## config.mk

```make
export PLATFORM = sky130hd
export DESIGN_NAME = mem_port_arbiter
export DESIGN_NICKNAME = d
export VERILOG_FILES = /design/src/rtl/mem_port_arbiter.sv
export SDC_FILE = /design/constraint.sdc
export NUM_CORES = 1
export LEC_CHECK = 0
export ABC_AREA = 1
export CAP_MARGIN = 25
export CORE_AREA = 2 2 160 162
export DETAILED_ROUTE_END_ITERATION = 7
export DIE_AREA = 0 0 162 164
export GPL_ROUTABILITY_DRIVEN = 0
export PLACE_DENSITY = 0.69
export SYNTH_ARGS = -nofsm -noshare
export SYNTH_HDL_FRONTEND = slang
export SYNTH_SLANG_ARGS = --single-unit
```

## constraint.sdc

```tcl
create_clock -name clk_i -period 6.7 [get_ports clk_i]
set_clock_uncertainty 0.2 [all_clocks]
set_input_delay 1.005 -clock clk_i [delete_from_list [all_inputs] [get_ports clk_i]]
set_output_delay 1.005 -clock clk_i [all_outputs]
set_load 0.1 [all_outputs]
```

## src/rtl/mem_port_arbiter.sv

```systemverilog
// ============================================================================
// Module      : mem_port_arbiter
// Description : Two-requester round-robin arbiter onto a single-port memory,
//               with optional grant locking (macro MEM_ARB_LOCK_EN).
// Revision    : 1.0 - initial release
// ============================================================================
`default_nettype none

module mem_port_arbiter #(
    parameter int WIDTH = 64,
    parameter int DEPTH = 4
) (
    input  logic             clk_i,
    input  logic             rst_i,

    input  logic             a_req_i,
    input  logic             a_we_i,
    input  logic [DEPTH-1:0] a_addr_i,
    input  logic [WIDTH-1:0] a_wdata_i,
    input  logic             a_lock_i,
    output logic             a_gnt_o,
    output logic             a_rvalid_o,
    output logic [WIDTH-1:0] a_rdata_o,

    input  logic             b_req_i,
    input  logic             b_we_i,
    input  logic [DEPTH-1:0] b_addr_i,
    input  logic [WIDTH-1:0] b_wdata_i,
    input  logic             b_lock_i,
    output logic             b_gnt_o,
    output logic             b_rvalid_o,
    output logic [WIDTH-1:0] b_rdata_o,

    output logic             mem_wr_en_o,
    output logic [DEPTH-1:0] mem_addr_wr_o,
    output logic [WIDTH-1:0] mem_data_wr_o,
    output logic             mem_rd_en_o,
    output logic [DEPTH-1:0] mem_addr_rd_o,
    input  logic [WIDTH-1:0] mem_data_rd_i
);

`ifdef MEM_ARB_LOCK_EN
    localparam logic c_LOCK_EN = 1'b1;
`else
    localparam logic c_LOCK_EN = 1'b0;
`endif

    typedef enum logic [1:0] {
        IDLE   = 2'd0,
        LOCK_A = 2'd1,
        LOCK_B = 2'd2
    } state_t;

    state_t r_state;
    logic   r_last_b;
    logic   w_gnt_a;
    logic   w_gnt_b;
    logic   w_lock_a;
    logic   w_lock_b;

    // With locking disabled the lock inputs fold to zero and LOCK_x is unreachable.
    assign w_lock_a = c_LOCK_EN & a_lock_i;
    assign w_lock_b = c_LOCK_EN & b_lock_i;

    always_comb begin
        w_gnt_a = 1'b0;
        w_gnt_b = 1'b0;
        if (!rst_i) begin
            case (r_state)
                LOCK_A:  w_gnt_a = a_req_i;
                LOCK_B:  w_gnt_b = b_req_i;
                default: begin
                    if (a_req_i && b_req_i) begin
                        w_gnt_a = r_last_b;
                        w_gnt_b = !r_last_b;
                    end else begin
                        w_gnt_a = a_req_i;
                        w_gnt_b = b_req_i;
                    end
                end
            endcase
        end
    end

    assign a_gnt_o = w_gnt_a;
    assign b_gnt_o = w_gnt_b;

    always_comb begin
        mem_wr_en_o   = 1'b0;
        mem_rd_en_o   = 1'b0;
        mem_addr_wr_o = '0;
        mem_addr_rd_o = '0;
        mem_data_wr_o = '0;
        if (w_gnt_a) begin
            mem_wr_en_o   = a_we_i;
            mem_rd_en_o   = !a_we_i;
            mem_addr_wr_o = a_addr_i;
            mem_addr_rd_o = a_addr_i;
            mem_data_wr_o = a_wdata_i;
        end else if (w_gnt_b) begin
            mem_wr_en_o   = b_we_i;
            mem_rd_en_o   = !b_we_i;
            mem_addr_wr_o = b_addr_i;
            mem_addr_rd_o = b_addr_i;
            mem_data_wr_o = b_wdata_i;
        end
    end

    always_ff @(posedge clk_i or posedge rst_i) begin
        if (rst_i) begin
            r_state    <= IDLE;
            r_last_b   <= 1'b1;
            a_rvalid_o <= 1'b0;
            b_rvalid_o <= 1'b0;
            a_rdata_o  <= '0;
            b_rdata_o  <= '0;
        end else begin
            case (r_state)
                IDLE: begin
                    if (w_gnt_a && w_lock_a)
                        r_state <= LOCK_A;
                    else if (w_gnt_b && w_lock_b)
                        r_state <= LOCK_B;
                end
                LOCK_A:  if (!w_lock_a) r_state <= IDLE;
                LOCK_B:  if (!w_lock_b) r_state <= IDLE;
                default: r_state <= IDLE;
            endcase

            if (w_gnt_a || w_gnt_b)
                r_last_b <= w_gnt_b;

            // Memory read data is combinational, so it is captured at the grant edge.
            a_rvalid_o <= w_gnt_a && !a_we_i;
            b_rvalid_o <= w_gnt_b && !b_we_i;
            if (w_gnt_a && !a_we_i)
                a_rdata_o <= mem_data_rd_i;
            if (w_gnt_b && !b_we_i)
                b_rdata_o <= mem_data_rd_i;
        end
    end

endmodule

`default_nettype wire

```

-- Yosys cells after proc, flatten, opt, wreduce, memory -nomap -nowiden
Index checks and enable logic that the tools add are counted.
- register bits: 131
- bits in latches: 0
- RAM bits: 0
- bits in read-only memories: 0
- bits of input ports: 208
- memories kept: 0
- $add $sub $neg: 0
- multipliers: 0
- div/mod/pow operators: 0
- $lt $le $gt $ge: 0
- equal/unequal tests: 0
- shift-type cells: 0
- muxes and demuxes: 12
- bitwise operators: 0
- reduce and logical (&&, ||, !) cells: 7
- operator list (kind ; count):
    64-bit 2-to-1 mux ; 2
    1-bit 2-to-1 mux ; 8
    4-bit 2-to-1 mux ; 2
    1-bit logical AND ; 3
    1-bit logical NOT ; 3
    1-bit logical OR ; 1

-- Logic depth before layout (Yosys ltp)
Gate-level depths: netlist of the first run.
- word-level depth: 5
- depth in mapped cells: 8
- mapped depth without buffers: 6

-- Worst setup path before layout of the first run
Ideal clock, no wire load.
- path kind: input to output
- start: in b_we_i
- end: out mem_wr_en_o
- data arrival time: 3.491 ns
- required time: 5.495 ns
- path slack: 2.004 ns
- cell stages on the path: 4
- path through: inv_1 > buf_2 > buf_2 > o21ai_0
- word-level cells in the longest chain between the ends: 2
- ends and longest elaborated chain (element ; RTL line ; RTL):
    from (decl) ; 26 ; input logic b_we_i,
    1-bit 2-to-1 mux ; 100 ; end else if (w_gnt_b) begin
    1-bit 2-to-1 mux ; 94 ; if (w_gnt_a) begin
    to (decl) ; 34 ; output logic mem_wr_en_o,
No other way between the ends.

-- Worst setup path in the final report of the first run
- start: in b_req_i
- end: out mem_wr_en_o
- word-level cells in the longest chain between the ends: 5
- elaborated cells on any way between the ends: 7
- classes of those cells: 6 x mux; 1 x reduce/logical
- ends and longest elaborated chain (element ; RTL line ; RTL):
    from (decl) ; 25 ; input logic b_req_i,
    1-bit logical AND ; 73 ; if (a_req_i && b_req_i) begin
    1-bit 2-to-1 mux ; 73 ;
    1-bit 2-to-1 mux ; 68 ; if (!rst_i) begin
    1-bit 2-to-1 mux ; 100 ;
    1-bit 2-to-1 mux * ; 94 ;
Mark *: on every way between the ends. The rest lies on a longest branch, timed or not.

==> impl_metrics.py, run 1 <==
metrics = {
    "power_and_ir_drop": {
        "irDropWorstVdd_mv": 0.207,
        "totalPowerFinal_mw": 4.20,
        "leakagePower_nw": 5.40,
        "cellPowerDensity_nw_per_um2": 381,
    },
    "clock_tree": {
        "clkSlewWorstSetupHoldPaths_ns": 0.06,
        "cts.repair.resized": 0,
        "cts-htree-levels": 4,
        "numClockSinks": 131,
        "cts-buffers-inserted": 17,
        "clockRootBuffer": "sky130_fd_sc_hd__clkbuf_16",
        "number_of_buffers_on_the_longest_clock_path": 2,
        "clock_insertion_delay_worst_skew_ns": 0.41,
        "cts_hold_buf": 0,
        "postCtsSetupBuffers": 0,
        "tritoncts": "done",
    },
    "placed_design": {
        "io_buffers": 411,
        "pre_cts_slack_ns": 2.05,
        "dpl.hpwl_mm": 21.0,
    },
    "timing": {
        "setup-violations-final": 0,
        "max_slew_vio_count": 0,
        "grt_setup_unrepaired": "no",
        "hold_viol": 0,
        "worst_slack_ns": 2.06,
        "max_clock_freq_mhz": 216,
        "fin_setup_tns_ns": 0,
        "hold-worst-slack_ns": 0.268,
        "max_slew.worst_pin.slew_ns": 1.05,
        "period_share_pct": 69.2,
        "timing.max_slew.rel_slack_pct": 29.8,
        "shortest_period_the_worst_path_allows_ns": 4.64,
    },
    "floorplan": {
        "core_area_sq_um": 24800,
        "floorplan.io_pins": 414,
        "die_h_microns": 164,
        "die_area_sq_um": 26600,
        "rows": 58,
        "fp.dieW_microns": 162,
        "initial_utilization_pct": 25.3,
    },
    "detailed_routing": {
        "detail_route.iter0.violations": 458,
        "postRouteAntennaNets": 0,
        "detailroute.wirelength.met2_mm": 14.4,
        "dr.pass1.iters": 4,
        "totalWireLength_mm": 29.7,
        "number_of_remaining_drc_errors": 0,
        "drt-wirelength-per-cell_microns": 19.4,
        "avgViaCountPerCell": 4.67,
        "dr.max_layer_used": "met5",
        "wl_met1_mm": 11.5,
        "detailroute.via_count": 7133,
        "route.met3.wl_mm": 2.95,
    },
    "worst_setup_path": {
        "timing.critical_path.buf_inv": 2,
        "worstPathMaxFanout": 27,
        "worst_ep_required_time_ns": 5.49,
        "crit_path_cell_trace": "clkdlybuf4s50_1, nand2_2, nand3_1, o21ai_0, clkdlybuf4s50_1",
        "cp_top_family": "buffers and inverters",
        "worst_path_most_repeated_cell": "sky130_fd_sc_hd__clkdlybuf4s50_1",
        "path_class": "in -> out",
        "critical_path.max_stage_delay_ns": 1.21,
        "critical_path.endpoint_type": "output pin",
        "timing.critical_path.from_type": "input pin",
        "cp.arrival_ns": 3.43,
        "critical_path.slowest_cell": "sky130_fd_sc_hd__clkdlybuf4s50_1",
    },
    "layout": {
        "mostFrequentLayoutCell": "sky130_fd_sc_hd__nand2_1",
        "layout-area-overhead-vs-synth_pct": 75.0,
        "final_standard_cell_utilization_of_the_core_pct": 44.4,
        "finish.net_count": 1393,
        "post_route_cells_drive_above_1_share_pct": 10.9,
        "layout.filler_cells": 2457,
        "layout_common_cells": "sky130_fd_sc_hd__nand2_1, sky130_fd_sc_hd__clkdlybuf4s50_1, sky130_fd_sc_hd__dfrtp_1",
    },
    "global_route": {
        "grt_start_max_net_pins": 70,
        "gr-usage-all-layers_pct": 21.5,
        "first_global_vias": 7110,
        "overflow": 0,
        "grt_first_pass_wirelength_mm": 43.2,
        "grt_antenna_before_repair": 3,
    },
    "job": {
        "max_cap_violations": 0,
    },
    "synth": {
        "syn-num-nets": 1023,
        "yosysWarnings": 0,
        "part_of_the_yosys_area_used_for_sequential_elements_pct": 52.1,
        "post_synth_instance_area_sq_um": 6290,
        "ys_seq_elements": 131,
        "ys_types": 15,
        "synthCells": 815,
        "syn_avg_cell_area_sq_um": 7.72,
    },
    "hold_path": {
        "hp-class": "reg -> reg",
    },
    "status": {
        "status": "completed",
    },
}
==> kinds of logic after synthesis <==
logic type / Yosys count / share of synthesized area (%)
AO/OA/AOI/OAI: 2 / 0.159
AND/OR/NAND/NOR: 598 / 40.9
flip-flops: 131 / 52.1
buffers and inverters: 84 / 6.82
==> worst min-delay path, cell delays in order, from the launching register on <==
cell                      delay (ns)
sky130_fd_sc_hd__dfrtp_1        0.34
sky130_fd_sc_hd__nand2_1        0.05
sky130_fd_sc_hd__nand2_1        0.04
==> state kept, by name, indices dropped and copies added, names as in the netlist <==
signal,flops
a_rvalid_o,1
r_last_b,1
b_rdata_o,64
a_rdata_o,64
b_rvalid_o,1
==> per-layer routing <==
| layer | vias up | track usage (%) |
|---|---|---|
| met2 | 323 | 36.2 |
| li1 | 3393 | - |
| met4 | 4 | 6.68 |
| met3 | 34 | 8.66 |
| met5 | - | 0 |
| met1 | 3379 | 25.2 |
==> metrics by stage <==
stage                     cell area, sq um  std cells
after global placement               10400       1493
after global routing                 11000       1527
after CTS                            11000       1527
after floorplan                       6290        815
after detailed placement             10400       1496
final                                11000       1528
==> cell usage after synthesis (all sizes together) <==
library cell / number / area share (%)
buf: 57 / 5.2
clkbuf: 17 / 1.0
dfrtp: 130 / 52
dfstp: 1 / 0.42
inv: 10 / 0.60
nand2: 465 / 28
nand3: 3 / 0.24
nand4: 128 / 13
nor2: 2 / 0.16
o21ai: 2 / 0.16
==> cell type report <==
cell class | instances | area (sq um) | share of cell area [%]
Sequential cell | 131 | 3280 | 29.8
Clock buffer | 20 | 447 | 4.06
Multi-Input combinational cell | 600 | 2610 | 23.7
Tap cell | 330 | 413 | 3.75
Antenna cell | 1 | 2.50 | 0.0227
Inverter | 10 | 42.5 | 0.386
Timing Repair Buffer | 425 | 4080 | 37.1
Clock inverter | 11 | 131 | 1.19
==> where the power goes <==
group / switching [mW] / leakage [nW] / internal (mW)
clock: 0.367 / 0.273 / 0.558
combinational: 1.75 / 3.48 / 0.490
sequential: 0.0906 / 1.64 / 0.947
total: 2.20 / 5.40 / 2.00
==> worst paths after layout <==
| check | from | slack (ns) | to | cells after the start |
|---|---|---|---|---|
| min in group asynchronous | rst_i | 1.04 | a_rdata_o[39] | 2 |
| worst min-delay path | a_rdata_o[22] | 0.27 | a_rdata_o[22] | 2 |
| worst max register to register | r_last_b | 3.97 | a_rdata_o[12] | 7 |
| max in group asynchronous | rst_i | 4.00 | a_rdata_o[1] | 3 |
| worst max-delay path | b_req_i | 2.06 | mem_wr_en_o | 5 |
| worst min register to register | a_rdata_o[22] | 0.27 | a_rdata_o[22] | 2 |
(Power assumes the default switching activity.)
==> inputs of run 2 (changes only) <==
--- a/config.mk
+++ b/config.mk
@@ -7,11 +7,11 @@
 export LEC_CHECK = 0
 export ABC_AREA = 1
 export CAP_MARGIN = 25
-export CORE_AREA = 2 2 160 162
+export CORE_AREA = 2 2 159 161
 export DETAILED_ROUTE_END_ITERATION = 7
-export DIE_AREA = 0 0 162 164
+export DIE_AREA = 0 0 161 163
 export GPL_ROUTABILITY_DRIVEN = 0
-export PLACE_DENSITY = 0.69
+export PLACE_DENSITY = 0.7
 export SYNTH_ARGS = -nofsm -noshare
 export SYNTH_HDL_FRONTEND = slang
 export SYNTH_SLANG_ARGS = --single-unit
==> constraint.sdc (replaced) <==
create_clock -name clk_i -period 4.8 [get_ports clk_i]
set_clock_uncertainty 0.2 [all_clocks]
set_input_delay 0.72 -clock clk_i [delete_from_list [all_inputs] [get_ports clk_i]]
set_output_delay 0.72 -clock clk_i [all_outputs]
set_load 0.1 [all_outputs]
==> run 2 against run 1 <==
Compared with the run above: global-route usage increased by 0.49 points; combinational power increased by 45%; non-clock buffer count decreased by 1; critical endpoint is now mem_addr_wr_o[3]; total power increased by 42%.
==> impl_metrics.py, run 2 (synthesized netlist as in run 1, its figures left out) <==
metrics = {
    "clock_tree": {
        "clkSlewWorstSetupHoldPaths_ns": 0.06,
        "cts-buffers-inserted": 17,
        "clock_insertion_delay_worst_skew_ns": 0.41,
        "cts-htree-levels": 4,
        "clockRootBuffer": "sky130_fd_sc_hd__clkbuf_16",
        "cts_hold_buf": 0,
        "postCtsSetupBuffers": 0,
        "cts.repair.resized": 0,
        "number_of_buffers_on_the_longest_clock_path": 2,
        "tritoncts": "done",
        "numClockSinks": 131,
    },
    "timing": {
        "period_share_pct": 76.5,
        "fin_setup_tns_ns": 0,
        "max_slew_vio_count": 0,
        "hold-worst-slack_ns": 0.269,
        "hold_viol": 0,
        "max_slew.worst_pin.slew_ns": 1.07,
        "shortest_period_the_worst_path_allows_ns": 3.67,
        "worst_slack_ns": 1.13,
        "timing.max_slew.rel_slack_pct": 28.6,
        "setup-violations-final": 0,
        "grt_setup_unrepaired": "no",
        "max_clock_freq_mhz": 272,
    },
    "layout": {
        "layout.cell_area.non_filler_sq_um": 12000,
        "layout_common_cells": "sky130_fd_sc_hd__nand2_1, sky130_fd_sc_hd__clkdlybuf4s50_1, sky130_fd_sc_hd__dfrtp_1",
        "instances_no_fill": 1532,
        "reg.largest.list": "a_rdata_o: 64 flops, b_rdata_o: 64 flops",
        "post_route_cells_drive_above_1_share_pct": 11.0,
        "finish.net_count": 1392,
        "layout.filler_cells": 2283,
        "multiInputGateArea_sq_um": 2620,
        "mostFrequentLayoutCell": "sky130_fd_sc_hd__nand2_1",
        "sequential_cell_area_sq_um": 3280,
        "final_standard_cell_utilization_of_the_core_pct": 48.4,
        "layout-area-overhead-vs-synth_pct": 90.0,
    },
    "job": {
        "max_cap_violations": 0,
    },
    "placed_design": {
        "dpl.hpwl_mm": 21.0,
        "io_buffers": 411,
        "dp_cells": 1494,
        "pre_cts_slack_ns": 1.12,
        "placed_cell_area_sq_um": 11300,
    },
    "power_and_ir_drop": {
        "totalPowerFinal_mw": 5.97,
        "cellPowerDensity_nw_per_um2": 500,
        "irDropWorstVdd_mv": 0.330,
        "leakagePower_nw": 5.65,
    },
    "hold_path": {
        "hp-class": "reg -> reg",
        "hold-path-cell-count": 2,
    },
    "detailed_routing": {
        "drt-wirelength-per-cell_microns": 19.3,
        "avgViaCountPerCell": 4.73,
        "number_of_remaining_drc_errors": 0,
        "totalWireLength_mm": 29.6,
        "postRouteAntennaNets": 0,
        "dr.pass1.iters": 4,
        "detailroute.via_count": 7246,
        "detail_route.iter0.violations": 562,
    },
    "global_route": {
        "first_global_vias": 7104,
        "overflow": 0,
        "gr-usage-all-layers_pct": 22.0,
        "grt_first_pass_wirelength_mm": 43.9,
        "grt_antenna_before_repair": 7,
        "grt_start_max_net_pins": 103,
    },
    "floorplan": {
        "die_h_microns": 163,
        "fp.dieW_microns": 161,
        "die_area_sq_um": 26200,
        "floorplan.io_pins": 414,
        "initial_utilization_pct": 25.5,
        "core_area_sq_um": 24700,
        "rows": 58,
    },
    "worst_setup_path": {
        "worst_ep_required_time_ns": 3.88,
        "worst-r2r-cell-count": 7,
        "path_class": "in -> out",
        "worstPathMaxFanout": 24,
        "timing.critical_path.from_type": "input pin",
        "cp.arrival_ns": 2.75,
        "critical_path.endpoint_type": "output pin",
    },
    "status": {
        "status": "completed",
    },
}
-- run 2: changes by cell type in the layout (fill, tap and decap cells not counted), moves of 2 or more --
cell                         delta
sky130_fd_sc_hd__inv_6          +4
sky130_fd_sc_hd__buf_4         -75
sky130_fd_sc_hd__buf_12        +76
sky130_fd_sc_hd__clkinvlp_4     -2
sky130_fd_sc_hd__diode_2        +4
sky130_fd_sc_hd__inv_8          +2
-- run 2: final timing paths --
kind,from,to,slack [ns]
hold reg to reg,a_rdata_o[36],a_rdata_o[36],0.27
setup reg to reg,r_last_b,a_rdata_o[38],2.35
hold / removal,a_rdata_o[36],a_rdata_o[36],0.27
setup / recovery,rst_i,mem_addr_wr_o[3],1.13
max in group asynchronous,rst_i,a_rdata_o[40],2.84
min in group asynchronous,rst_i,a_rdata_o[35],0.64
-- run 2: final cells by class --
type	instances	share of cell area, %
Clock buffer	19	3.71
Tap cell	330	3.46
Multi-Input combinational cell	600	21.9
Sequential cell	131	27.4
Clock inverter	13	1.16
Inverter	10	0.356
Timing Repair Buffer	424	41.9
Antenna cell	5	0.105
-- run 2: worst max-delay path: stages --
cell                              delay, ns
sky130_fd_sc_hd__clkdlybuf4s50_1       0.58
sky130_fd_sc_hd__nor2_4                0.18
sky130_fd_sc_hd__nand2_1               0.10
sky130_fd_sc_hd__inv_2                 0.40
sky130_fd_sc_hd__nand2_1               0.15
sky130_fd_sc_hd__nand2_1               0.37
sky130_fd_sc_hd__buf_12                0.23
-- run 2: power breakdown --
group | total, mW | switching [mW] | internal, mW
clock network | 1.28 | 0.533 | 0.745
registers | 1.44 | 0.121 | 1.32
logic | 3.25 | 2.46 | 0.787
total | 5.97 | 3.12 | 2.85
-- run 2: layer usage --
metal,up-vias,GRT usage [%],routed length (microns)
li1,3401,-,-
met1,3458,26.1,11400
met2,339,36.9,14800
met3,44,7.54,2630
met4,4,8.36,732
met5,-,0,23
